## src/rtl/noc_router_3port_pkg.sv

```systemverilog
// Shared constants and helpers for the 3-port NoC router.
package noc_router_3port_pkg;

   localparam int NPORTS = 3;

   // Port indices, also the round-robin scan order.
   localparam logic [1:0] PORT_E = 2'd0;
   localparam logic [1:0] PORT_W = 2'd1;
   localparam logic [1:0] PORT_L = 2'd2;

   // The destination address occupies the top DEST_W bits of a flit.
   localparam int DEST_W = 2;

   // Output port for a destination, seen from the node with address id.
   function automatic logic [1:0] route_port(input logic [DEST_W-1:0] dest,
                                             input logic [DEST_W-1:0] id);
      if (dest > id) return PORT_E;
      if (dest < id) return PORT_W;
      return PORT_L;
   endfunction

   // Next port in round-robin order E -> W -> L -> E.
   function automatic logic [1:0] rr_next(input logic [1:0] p);
      return (p == PORT_L) ? PORT_E : p + 2'd1;
   endfunction

endpackage

```

## src/rtl/noc_router_3port_fifo.sv

```systemverilog
// Synchronous input FIFO; the head entry is visible combinationally on data_o.
module noc_fifo #(
   parameter int WIDTH = 16,
   parameter int DEPTH = 32
) (
   input  logic             clk_i,
   input  logic             rst_ni,
   input  logic             wr_i,
   input  logic             rd_i,
   input  logic [WIDTH-1:0] data_i,
   output logic [WIDTH-1:0] data_o,
   output logic             empty_o,
   output logic             full_o,
   output logic             almost_full_o
);
   localparam int AW = (DEPTH > 1) ? $clog2(DEPTH) : 1;
   localparam int CW = $clog2(DEPTH + 1);

   logic [WIDTH-1:0] mem_q [DEPTH];
   logic [AW-1:0]    wptr_q, wptr_d, rptr_q, rptr_d;
   logic [CW-1:0]    cnt_q, cnt_d;
   logic             wr_en, rd_en;

   // Writes into a full FIFO are dropped; reads from an empty one are ignored.
   assign wr_en         = wr_i && !full_o;
   assign rd_en         = rd_i && !empty_o;
   assign data_o        = mem_q[rptr_q];
   assign empty_o       = (cnt_q == '0);
   assign full_o        = (cnt_q == CW'(DEPTH));
   assign almost_full_o = (cnt_q >= CW'(DEPTH - 2));

   // Next pointers wrap at DEPTH so non-power-of-two depths also work.
   always_comb begin
      wptr_d = wptr_q;
      rptr_d = rptr_q;
      if (wr_en) wptr_d = (wptr_q == AW'(DEPTH - 1)) ? '0 : wptr_q + 1'b1;
      if (rd_en) rptr_d = (rptr_q == AW'(DEPTH - 1)) ? '0 : rptr_q + 1'b1;
      cnt_d = cnt_q + CW'(wr_en) - CW'(rd_en);
   end

   // Storage array needs no reset; only occupied entries are ever read out.
   always_ff @(posedge clk_i) begin
      if (wr_en) mem_q[wptr_q] <= data_i;
   end

   // Pointer and occupancy state; reset empties the FIFO.
   always_ff @(posedge clk_i or negedge rst_ni) begin
      if (!rst_ni) begin
         wptr_q <= '0;
         rptr_q <= '0;
         cnt_q  <= '0;
      end else begin
         wptr_q <= wptr_d;
         rptr_q <= rptr_d;
         cnt_q  <= cnt_d;
      end
   end

endmodule

```

## src/rtl/noc_router_3port.sv

```systemverilog
// 3-port (E/W/L) NoC router: input FIFOs, destination routing,
// per-output round-robin arbitration and registered outputs.
module noc_router_3port
   import noc_router_3port_pkg::*;
#(
   parameter int         WIDTH = 16,
   parameter int         DEPTH = 32,
   parameter logic [1:0] ID    = 2'b00
) (
   input  logic             clk,
   input  logic             reset,
   input  logic             writeE,
   input  logic             writeW,
   input  logic             writeL,
   input  logic             readFullE,
   input  logic             readFullW,
   input  logic             readFullL,
   input  logic             read_almostfullE,
   input  logic             read_almostfullW,
   input  logic             read_almostfullL,
   input  logic [WIDTH-1:0] dataInE,
   input  logic [WIDTH-1:0] dataInW,
   input  logic [WIDTH-1:0] dataInL,
   output logic [WIDTH-1:0] dataOutE,
   output logic [WIDTH-1:0] dataOutW,
   output logic [WIDTH-1:0] dataOutL,
   output logic             writeOutE,
   output logic             writeOutW,
   output logic             writeOutL,
   output logic             fullE,
   output logic             almost_fullE,
   output logic             fullW,
   output logic             almost_fullW,
   output logic             fullL,
   output logic             almost_fullL
);
   logic [NPORTS-1:0]             wr, empty, full, afull, pop, elig;
   logic [NPORTS-1:0][WIDTH-1:0]  din, head;
   logic [NPORTS-1:0][NPORTS-1:0] req;                // req[out][in]
   logic [NPORTS-1:0][1:0]        rr_q, rr_d;
   logic [NPORTS-1:0][WIDTH-1:0]  dout_q, dout_d;
   logic [NPORTS-1:0]             wout_q, wout_d;

   assign wr   = {writeL, writeW, writeE};
   assign din  = {dataInL, dataInW, dataInE};
   // Back off while the downstream FIFO is full or almost full, leaving room for in-flight flits.
   assign elig = ~({readFullL, readFullW, readFullE} |
                   {read_almostfullL, read_almostfullW, read_almostfullE});

   for (genvar p = 0; p < NPORTS; p++) begin : g_fifo
      noc_fifo #(.WIDTH(WIDTH), .DEPTH(DEPTH)) u_fifo (
         .clk_i        (clk),
         .rst_ni       (reset),
         .wr_i         (wr[p]),
         .rd_i         (pop[p]),
         .data_i       (din[p]),
         .data_o       (head[p]),
         .empty_o      (empty[p]),
         .full_o       (full[p]),
         .almost_full_o(afull[p])
      );
   end

   // Each non-empty head requests the one output its destination selects.
   always_comb begin
      req = '0;
      for (int i = 0; i < NPORTS; i++)
         if (!empty[i]) req[route_port(head[i][WIDTH-1 -: DEST_W], ID)][i] = 1'b1;
   end

   // Round-robin grant per output starting at rr_q; a grant pops its head the same cycle.
   always_comb begin
      logic [1:0] cand;
      logic       found;
      rr_d   = rr_q;
      dout_d = dout_q;
      wout_d = '0;
      pop    = '0;
      cand   = PORT_E;
      found  = 1'b0;
      for (int o = 0; o < NPORTS; o++) begin
         cand  = rr_q[o];
         found = 1'b0;
         for (int k = 0; k < NPORTS; k++) begin
            if (elig[o] && !found && req[o][cand]) begin
               found     = 1'b1;
               wout_d[o] = 1'b1;
               dout_d[o] = head[cand];
               pop[cand] = 1'b1;
               rr_d[o]   = rr_next(cand);
            end
            cand = rr_next(cand);
         end
      end
   end

   // Output registers and arbitration pointers.
   always_ff @(posedge clk or negedge reset) begin
      if (!reset) begin
         rr_q   <= {NPORTS{PORT_E}};
         dout_q <= '0;
         wout_q <= '0;
      end else begin
         rr_q   <= rr_d;
         dout_q <= dout_d;
         wout_q <= wout_d;
      end
   end

   assign dataOutE     = dout_q[PORT_E];
   assign dataOutW     = dout_q[PORT_W];
   assign dataOutL     = dout_q[PORT_L];
   assign writeOutE    = wout_q[PORT_E];
   assign writeOutW    = wout_q[PORT_W];
   assign writeOutL    = wout_q[PORT_L];
   assign fullE        = full[PORT_E];
   assign fullW        = full[PORT_W];
   assign fullL        = full[PORT_L];
   assign almost_fullE = afull[PORT_E];
   assign almost_fullW = afull[PORT_W];
   assign almost_fullL = afull[PORT_L];

endmodule

```

## config.mk

```make
export PLATFORM = sky130hd
export DESIGN_NAME = noc_router_3port
export DESIGN_NICKNAME = d
export VERILOG_FILES = /design/src/rtl/noc_router_3port_pkg.sv /design/src/rtl/noc_router_3port_fifo.sv /design/src/rtl/noc_router_3port.sv
export SDC_FILE = /design/constraint.sdc
export NUM_CORES = 2
export LEC_CHECK = 0
export ABC_AREA = 1
export BUFFER_PORTS_ARGS = -buffer_cell sky130_fd_sc_hd__buf_4
export CAP_MARGIN = 20
export CORE_MARGIN = 4
export CORE_UTILIZATION = 30
export CTS_CLUSTER_SIZE = 8
export DETAILED_ROUTE_END_ITERATION = 16
export PLACE_DENSITY = 0.55
export SLEW_MARGIN = 10
export SYNTH_ARGS = -nofsm -noshare
export SYNTH_HDL_FRONTEND = slang
export SYNTH_SLANG_ARGS = --single-unit
```

## constraint.sdc

```tcl
create_clock -name clk -period 8.5 [get_ports clk]
set_input_delay 1.7 -clock clk [delete_from_list [all_inputs] [get_ports clk]]
set_output_delay 1.7 -clock clk [all_outputs]
set_load 0.02 [all_outputs]
```

**After elaboration in Yosys (flattened, before gate mapping)**

Memories as Yosys holds them, arrays and structs flattened.
Cells that the tools add are included.

- Equality and inequality tests: 18
- Shift-type cells: 0
- Bitwise gates (word level): 12
- Multiplexer cells: 150
- $mul: 0
- Div/mod/pow operators: 0
- Add/sub/neg operators: 21
- $lt $le $gt $ge: 33
- Reductions and logical operators: 51

Operators by type and width:

| kind | count |
|---|---|
| $bmux W16 S2 | 9 |
| $mux W16 | 18 |
| $mux W2 | 34 |
| $mux W1 | 49 |
| $lt A2 B3 Y1 const B | 12 |
| $logic_and A1 B1 Y1 | 33 |
| $add A5 B1 Y5 const B | 6 |
| $eq A5 B5 Y1 const B | 6 |
| $mux W3 | 10 |
| $mux W5 | 6 |
| $mux W9 | 3 |
| $or A3 B3 Y3 | 9 |
| $ge A2 B1 Y1 const B | 12 |
| $add A2 B1 Y2 const B | 9 |
| $add A6 B1 Y6 | 3 |
| $bmux W1 S2 | 9 |
| $demux W1 S2 | 9 |
| $demux W3 S2 | 3 |
| $eq A2 B2 Y1 const B | 9 |
| $eq A6 B6 Y1 const B | 3 |
| $ge A6 B5 Y1 const B | 3 |
| $logic_not A6 Y1 | 3 |
| $or A9 B9 Y9 | 2 |
| $sub A6 B1 Y6 | 3 |
| 5 further kinds | 22 |

- Latch bits: 0
- Output and inout port bits: 57
- Bits of input ports: 59
- Memories: 3
- Memory bits (read-only): 0
- Logic and storage cells: 304
- Bits in registers: 105
- Memory bits (writable): 1,536

Memory list:

| memory | words | width | read ports | clocked after Yosys merged registers in | write ports | line | source |
|---|---|---|---|---|---|---|---|
| g_fifo[0].u_fifo.mem_q | 32 | 16 | 1 | 0 | 1 | noc_router_3port_fifo.sv:19 | `logic [WIDTH-1:0] mem_q [DEPTH];` |
| g_fifo[1].u_fifo.mem_q | 32 | 16 | 1 | 0 | 1 | noc_router_3port_fifo.sv:19 |  |
| g_fifo[2].u_fifo.mem_q | 32 | 16 | 1 | 0 | 1 | noc_router_3port_fifo.sv:19 |  |

**Longest topological paths before layout**

An unclocked memory read counts as a cell.

- Depth after elaboration: 44
- Mapped depth: 30
- Gate-level depth less buffers: 28

**By module**

A second synthesis with hierarchy kept.

- Cell total of the unflattened synthesis: 7,231
- Area, all modules: 73,211.5 µm²

Modules (own cells, without submodules):

| module | cells an instance | sequential area each (µm²) | instances | area each (µm²) |
|---|---|---|---|---|
| noc_fifo at g_fifo[1].u_fifo ... | 2,122 | 15,775.1 | 2 | 22,709.3 |
| noc_fifo at g_fifo[0].u_fifo | 2,330 | 15,775.1 | 1 | 23,506.3 |
| noc_router_3port | 657 | 950.9 | 1 | 4,286.6 |

**Least setup slack after synthesis**

No wires, ideal clock.

- Path type: input to register
- Start point: input port read_almostfullL
- End point: register g_fifo[2].u_fifo.cnt_q[4]
- Required time: 8.369 ns
- Data arrival time: 4.148 ns
- Setup slack: 4.222 ns
- Library setup time: 0.131 ns
- Stages: 14
- Cell sequence: nor2_1 > nand2_1 > nor2_2 > nand2_2 > buf_6 > nand4_1 > nand3_2 > ha_1 > inv_1 > ha_1 > fa_1 > a21oi_1 > o21ai_0 > xor2_1

- Cells in the longest elaborated chain, start to end: 14
- Elaborated cells on any way between the ends: 18
- Those cells by class: add/sub: 1; mux: 5; bitwise: 4; reduce/logical: 8

RTL lines:

| what | line | source |
|---|---|---|
| from (decl) | noc_router_3port.sv:20 | `input logic read_almostfullL,` |
| $or A3 B3 Y3 (*) | noc_router_3port.sv:47 | `assign elig = ~({readFullL, readFullW, readFullE} \|` |
| $not A3 Y3 (*) | noc_router_3port.sv:47 |  |
| $logic_and A1 B1 Y1 | noc_router_3port.sv:85 | `if (elig[o] && !found && req[o][cand]) begin` |
| $mux W1 | noc_router_3port.sv:85 |  |
| $logic_not A1 Y1 | noc_router_3port.sv:85 |  |
| $logic_and A1 B1 Y1 (2 in a row) | noc_router_3port.sv:85 |  |
| $mux W1 | noc_router_3port.sv:85 |  |
| $logic_not A1 Y1 | noc_router_3port.sv:85 |  |
| $logic_and A1 B1 Y1 (2 in a row) | noc_router_3port.sv:85 |  |
| $mux W3 (*) | noc_router_3port.sv:85 |  |
| $logic_and A1 B1 Y1 (*) | noc_router_3port_fifo.sv:26 | `assign rd_en = rd_i && !empty_o;` |
| named net g_fifo[2].u_fifo.rd_en | noc_router_3port_fifo.sv:22 | `logic wr_en, rd_en;` |
| $sub A6 B1 Y6 (*) | noc_router_3port_fifo.sv:38 | `cnt_d = cnt_q + CW'(wr_en) - CW'(rd_en);` |
| named net g_fifo[2].u_fifo.cnt_d[4] | noc_router_3port_fifo.sv:21 | `logic [CW-1:0] cnt_q, cnt_d;` |
| to (signal assigned) | noc_router_3port_fifo.sv:55 | `cnt_q <= cnt_d;` |
| to (decl) | noc_router_3port_fifo.sv:21 |  |

Mark *: on every way through the listed nets, which the timed path passes. The rest lies on a longest branch.
A chain may end at the register's enable or synchronous reset.

**Final worst setup path**

- Start point: register g_fifo[0].u_fifo.rptr_q[0]
- End point: register g_fifo[1].u_fifo.cnt_q[4]

- Cells in the longest elaborated chain, start to end: 43
- Elaborated cells on any way between the ends: 86
- Those cells by class: add/sub: 1; order compare: 4; mux: 47; bitwise: 10; reduce/logical: 23; memory: 1

RTL lines:

| what | line | source |
|---|---|---|
| from (decl) | noc_router_3port_fifo.sv:20 | `logic [AW-1:0] wptr_q, wptr_d, rptr_q, rptr_d;` |
| from (signal assigned) | noc_router_3port_fifo.sv:54 | `rptr_q <= rptr_d;` |
| $mem_v2 Z32 W16 (*) | - |  |
| $lt A2 B1 Y1 | noc_router_3port_pkg.sv:18 | `if (dest < id) return PORT_W;` |
| $mux W1 (2 in a row) | noc_router_3port_pkg.sv:18 |  |
| $mux W1 | noc_router_3port.sv:68 | `if (!empty[i]) req[route_port(head[i][WIDTH-1 -: DEST_W], ID)][i] = 1'b1;` |
| $mux W2 | noc_router_3port_pkg.sv:19 | `return PORT_L;` |
| $mux W2 (*) | noc_router_3port_pkg.sv:18 |  |
| $mux W2 (*) | noc_router_3port.sv:68 |  |
| $lt A2 B3 Y1 (not written as such) / $ge A2 B1 Y1 (equally long branches) | noc_router_3port.sv:68 |  |
| [28 not listed] | - |  |
| $or A3 B3 Y3 (no line) | - |  |
| $mux W3 | noc_router_3port.sv:85 |  |
| $or A3 B3 Y3 (no line) | - |  |
| $mux W3 (*) | noc_router_3port.sv:85 |  |
| $logic_and A1 B1 Y1 (*) | noc_router_3port_fifo.sv:26 |  |
| named net g_fifo[1].u_fifo.rd_en | noc_router_3port_fifo.sv:22 |  |
| $sub A6 B1 Y6 (*) | noc_router_3port_fifo.sv:38 |  |
| named net g_fifo[1].u_fifo.cnt_d[4] | noc_router_3port_fifo.sv:21 |  |
| to (signal assigned) | noc_router_3port_fifo.sv:55 |  |
| to (decl) | noc_router_3port_fifo.sv:21 |  |

Mark *: on every way through the listed nets, which the timed path passes. The rest lies on a longest branch. The select of a mux whose other input is x is not followed.

==> metrics.md <==
| Metric | Value |
|---|---|
| Yosys warns | 0 |
| Tcrit/Tclk final | a little over two thirds |
| Relative max-transition margin | 25.8% |
| # hold bufs at CTS | 0 |
| DP HPWL | between 100 and 150 mm |
| Outcome | completed |
| Setup Buffers After CTS | 0 |
| Crit path from | g_fifo[0].u_fifo.rptr_q[0]$_DFFE_PN0P_ |
| Slew Viols, Final | 0 |
| Largest net degree at the start of global routing | around 180 |
| Syn Area/Cell | roughly 12 um^2 |
| Clock power frac | 29.4% |
| R2R depth | 23 |
| Core area | between 200000 and 250000 um^2 |
| Final min period | roughly 6000 ps |
| Routed WL | between 150 and 200 mm |
| Peak supply drop | 0.000244 V |
| Setup crit start kind | register |
| Die ar. | between 200000 and 250000 um^2 |
| Post-synthesis sequential area ratio | roughly 70% |
| Util after Layout | between 30% and 40% |
| Antenna-violating nets left | 0 |
| Worst Tran Pin Value | 1110 ps |
| Hold Slack | between 400 and 500 ps |
| RSZ-0062 raised after global routing | false |
| DR WL/cell | roughly 22 um |
| Sw Share | roughly two fifths |
| Num CTS Buffers | approximately 220 |
| Crit-path max cell delay | approximately 660 ps |
| Initial Util | a little under a third |
| FF-to-FF setup slack | about 2500 ps |
| Critical path required time | around 9200 ps |
| Hold Vio Cnt, Final | 0 |
| Top_reg_cell synth | edfxtp_1 |
| Combinational power share | around a third |
| Synth top area share | between 60 and 70% |
| Input/output buffers | 96 |
| Worst reg2reg path startpoint | g_fifo[0].u_fifo.rptr_q[0]$_DFFE_PN0P_ |
| Crit Path Class | reg -> reg |
| FP Rows | about 170 |
| Netlist cell types | 44 |
| Starting DRT DRC Count | 4548 |
| Total gr overflow | 0 |
| Multi-input logic area | around 18000 um^2 |
| Final setup fails | 0 |
| Fill cells | between 20000 and 25000 |
| Syn Std Cell Area | slightly below 70000 um^2 |
| Clock buffer depth | 3 |
| Hold/Removal Path Class | reg -> reg |
| Post-layout nets | 6023 |
| Internal | approximately 17000 uW |
| Initial antenna violation count | 6 |
| Post-route DRC violation count | 0 |
| Sequential share of power | a little over a third |
| Root buffer cell | clkbuf_16 |
| Number of global-route vias before repair | between 40000 and 50000 |
| Max Cap Viol | 0 |
| Cts repair resizes | 0 |
| Layout Skew | approximately 90 ps |
| H-tree depth | 4 |
| F_max | between 150 and 200 MHz |
| RR Endpoint | g_fifo[1].u_fifo.cnt_q[4]$_DFF_PN0_ |
| Critical-path cell list | inv_6, buf_12, nand2_1, nand3_1, a21oi_1, nor2_1, nand2_1, nand2_1, nand3_1, nand2_1, nand2_2, clkinv_4, nand2_4, nand2_2, nand4_1, nand3_2, ha_1, inv_1, ha_1, inv_1, fa_1, o21a_1, xor2_1 |
| Area growth syn-to-layout | 15.6% |
| Top post-synthesis cells by area | edfxtp_1 68%, o21ai_0 5.5%, nor2_1 5.4% |
| Routing usage on met3 | roughly 2.8% |
| Flip-flop and latch area | between 40000 and 50000 um^2 |
| Clock Sinks | 1622 |
| Max FO, Critical Path | 105 |
| First-pass DRT Iterations | 7 |
| Vias after detailed routing | roughly 46000 |
| Commonest cells post-synth | 1536 x edfxtp_1, 978 x nor2_1, 924 x nand2_1 |
| Synth Register Bits | about 1600 |
| Worst Setup EP | g_fifo[1].u_fifo.cnt_q[4]$_DFF_PN0_ |
| P_leak | approximately 0.027 uW |
| EDFF count, synth | about 1500 |
| Grt peak-use layer | met2 |
| GRT met1 Usage | 21.6% |
| Crit path top cell by count | nand2_1 |
| I/O pin count | ~120 |
| Net Sw Power | 11000 uW |
| Crit-path slowest cell | dfrtp_4 |
| Fraction of layout cells with a size suffix above 1 | 9.31% |
| Post-route setup TNS | 0 ps |
| Latest clock arrival within the worst-skew pair | roughly 870 ps |
| Cell type with the highest aggregate area in the netlist | edfxtp_1 |
| Async set or reset register ratio after synthesis | around 5.3% |
| CP Capture Type | register |
| First-pass GRT wire length | roughly 290 mm |
| Total global-route track usage | between 15 and 20% |
| Vias/cell | just over 5 |
| Die Wd | just under 500 um |
| Mapped Cells | approximately 5800 |
| Global placement routability congestion | between 0.8 and 0.9 |
| CTS tree | yes |
| Die height | 484 um |
| Most frequent cell after synthesis | edfxtp_1 |
| Pwr Density | roughly 350 nW/um^2 |
| CP Data Arrival Time | between 6000 and 7000 ps |
| Clock transition at path regs | around 60 ps |
| Met2 Use GR | between 20% and 30% |
==> worst min-delay path by stage <==
stage	from	end	slack, ps	depth (start not counted)
floorplan	g_fifo[0].u_fifo.rptr_q[3]$_DFFE_PN0P_	g_fifo[0].u_fifo.rptr_q[3]$_DFFE_PN0P_	540	2
global placement	dataOutL[9]$_DFFE_PN0P_	dataOutL[9]$_DFFE_PN0P_	470	2
detailed placement	dataOutL[7]$_DFFE_PN0P_	dataOutL[7]$_DFFE_PN0P_	470	2
CTS	dataOutL[7]$_DFFE_PN0P_	dataOutL[7]$_DFFE_PN0P_	490	2
global route	dataOutL[15]$_DFFE_PN0P_	dataOutL[15]$_DFFE_PN0P_	510	2
finish	dataOutL[7]$_DFFE_PN0P_	dataOutL[7]$_DFFE_PN0P_	480	2
==> critical path: cells and delay by family, from the launching register on <==
family	cells	cell delay, ps
AOI/OAI and AO/OA	2	320
xor gates and xnor gates	1	140
adders and majority gates	3	870
buffers and inverters	5	1300
DFF	1	660
and+or+nand+nor	12	2360
==> state kept, by name, indices dropped and copies added (netlist names) <==
| signal | count |
|---|---|
| dataOutL | 16 |
| g_fifo.u_fifo.wptr_q | 15 |
| g_fifo.u_fifo.cnt_q | 18 |
| dataOutE | 16 |
| wout_q | 2 |
| g_fifo.u_fifo.rptr_q | 15 |
| g_fifo.u_fifo.mem_q | 1536 |
| rr_q | 4 |
==> kinds of logic after synthesis <==
logic type                 share of synthesized area (%)
DFF                                                 71.0
xor gates and xnor gates                           0.180
and+or+nand+nor                                     14.2
buffers and inverters                               3.47
other                                            0.00551
adders and majority gates                           1.08
AOI/OAI and AO/OA                                   10.1
==> layout make-up <==
type	count	area share (%)
diodes	4	0.0127
clock buffers	344	7.70
clock inverters	20	0.504
inverters	171	0.843
multi-input cells	3642	22.3
flip-flops and latches	1622	61.4
well taps	2992	4.76
repair buffers	247	2.48
==> routing by layer <==
layer	vias up	share of wire, %
met1	22893	43
li1	21047	-
met4	2	3.2
met2	1472	48
met5	-	0.0066
met3	301	6.2
==> stage by stage <==
| stage | std cells | area, um^2 | power, uW | worst slack [ps] |
|---|---|---|---|---|
| after floorplan | 5808 | 68100 | 16300 | 4220 |
| final | 9042 | 78600 | 27900 | 2510 |
| after CTS | 9035 | 78600 | 28100 | 2570 |
| after global placement | 8671 | 72100 | 19700 | 2650 |
| after global routing | 9039 | 78600 | 29600 | 1920 |
| after detailed placement | 8671 | 72100 | 19800 | 2610 |
==> power by group through the flow <==
stage / Combinational (uW) / Sequential [uW] / Clock (uW)
finish: 9840 / 9860 / 8210
CTS: 9840 / 9870 / 8390
detailed placement: 9810 / 10000 / 0
floorplan: 6520 / 9750 / 0
global route: 10900 / 9910 / 8770
global placement: 9670 / 10000 / 0
==> cell usage in the layout (no fill, tap or decap), drive strengths merged, types with 92 or more instances in the layout <==
| cell | synthesis | routed |
|---|---|---|
| edfxtp | 1536 | 1536 |
| nor2 | 986 | 986 |
| nand2 | 936 | 936 |
| o21ai | 766 | 766 |
| clkbuf | 231 | 344 |
| nand3 | 310 | 310 |
| buf | 142 | 247 |
| o22ai | 185 | 185 |
| inv | 164 | 168 |
| o211ai | 117 | 117 |
| nand4 | 92 | 92 |
(Power assumes the default switching activity.)
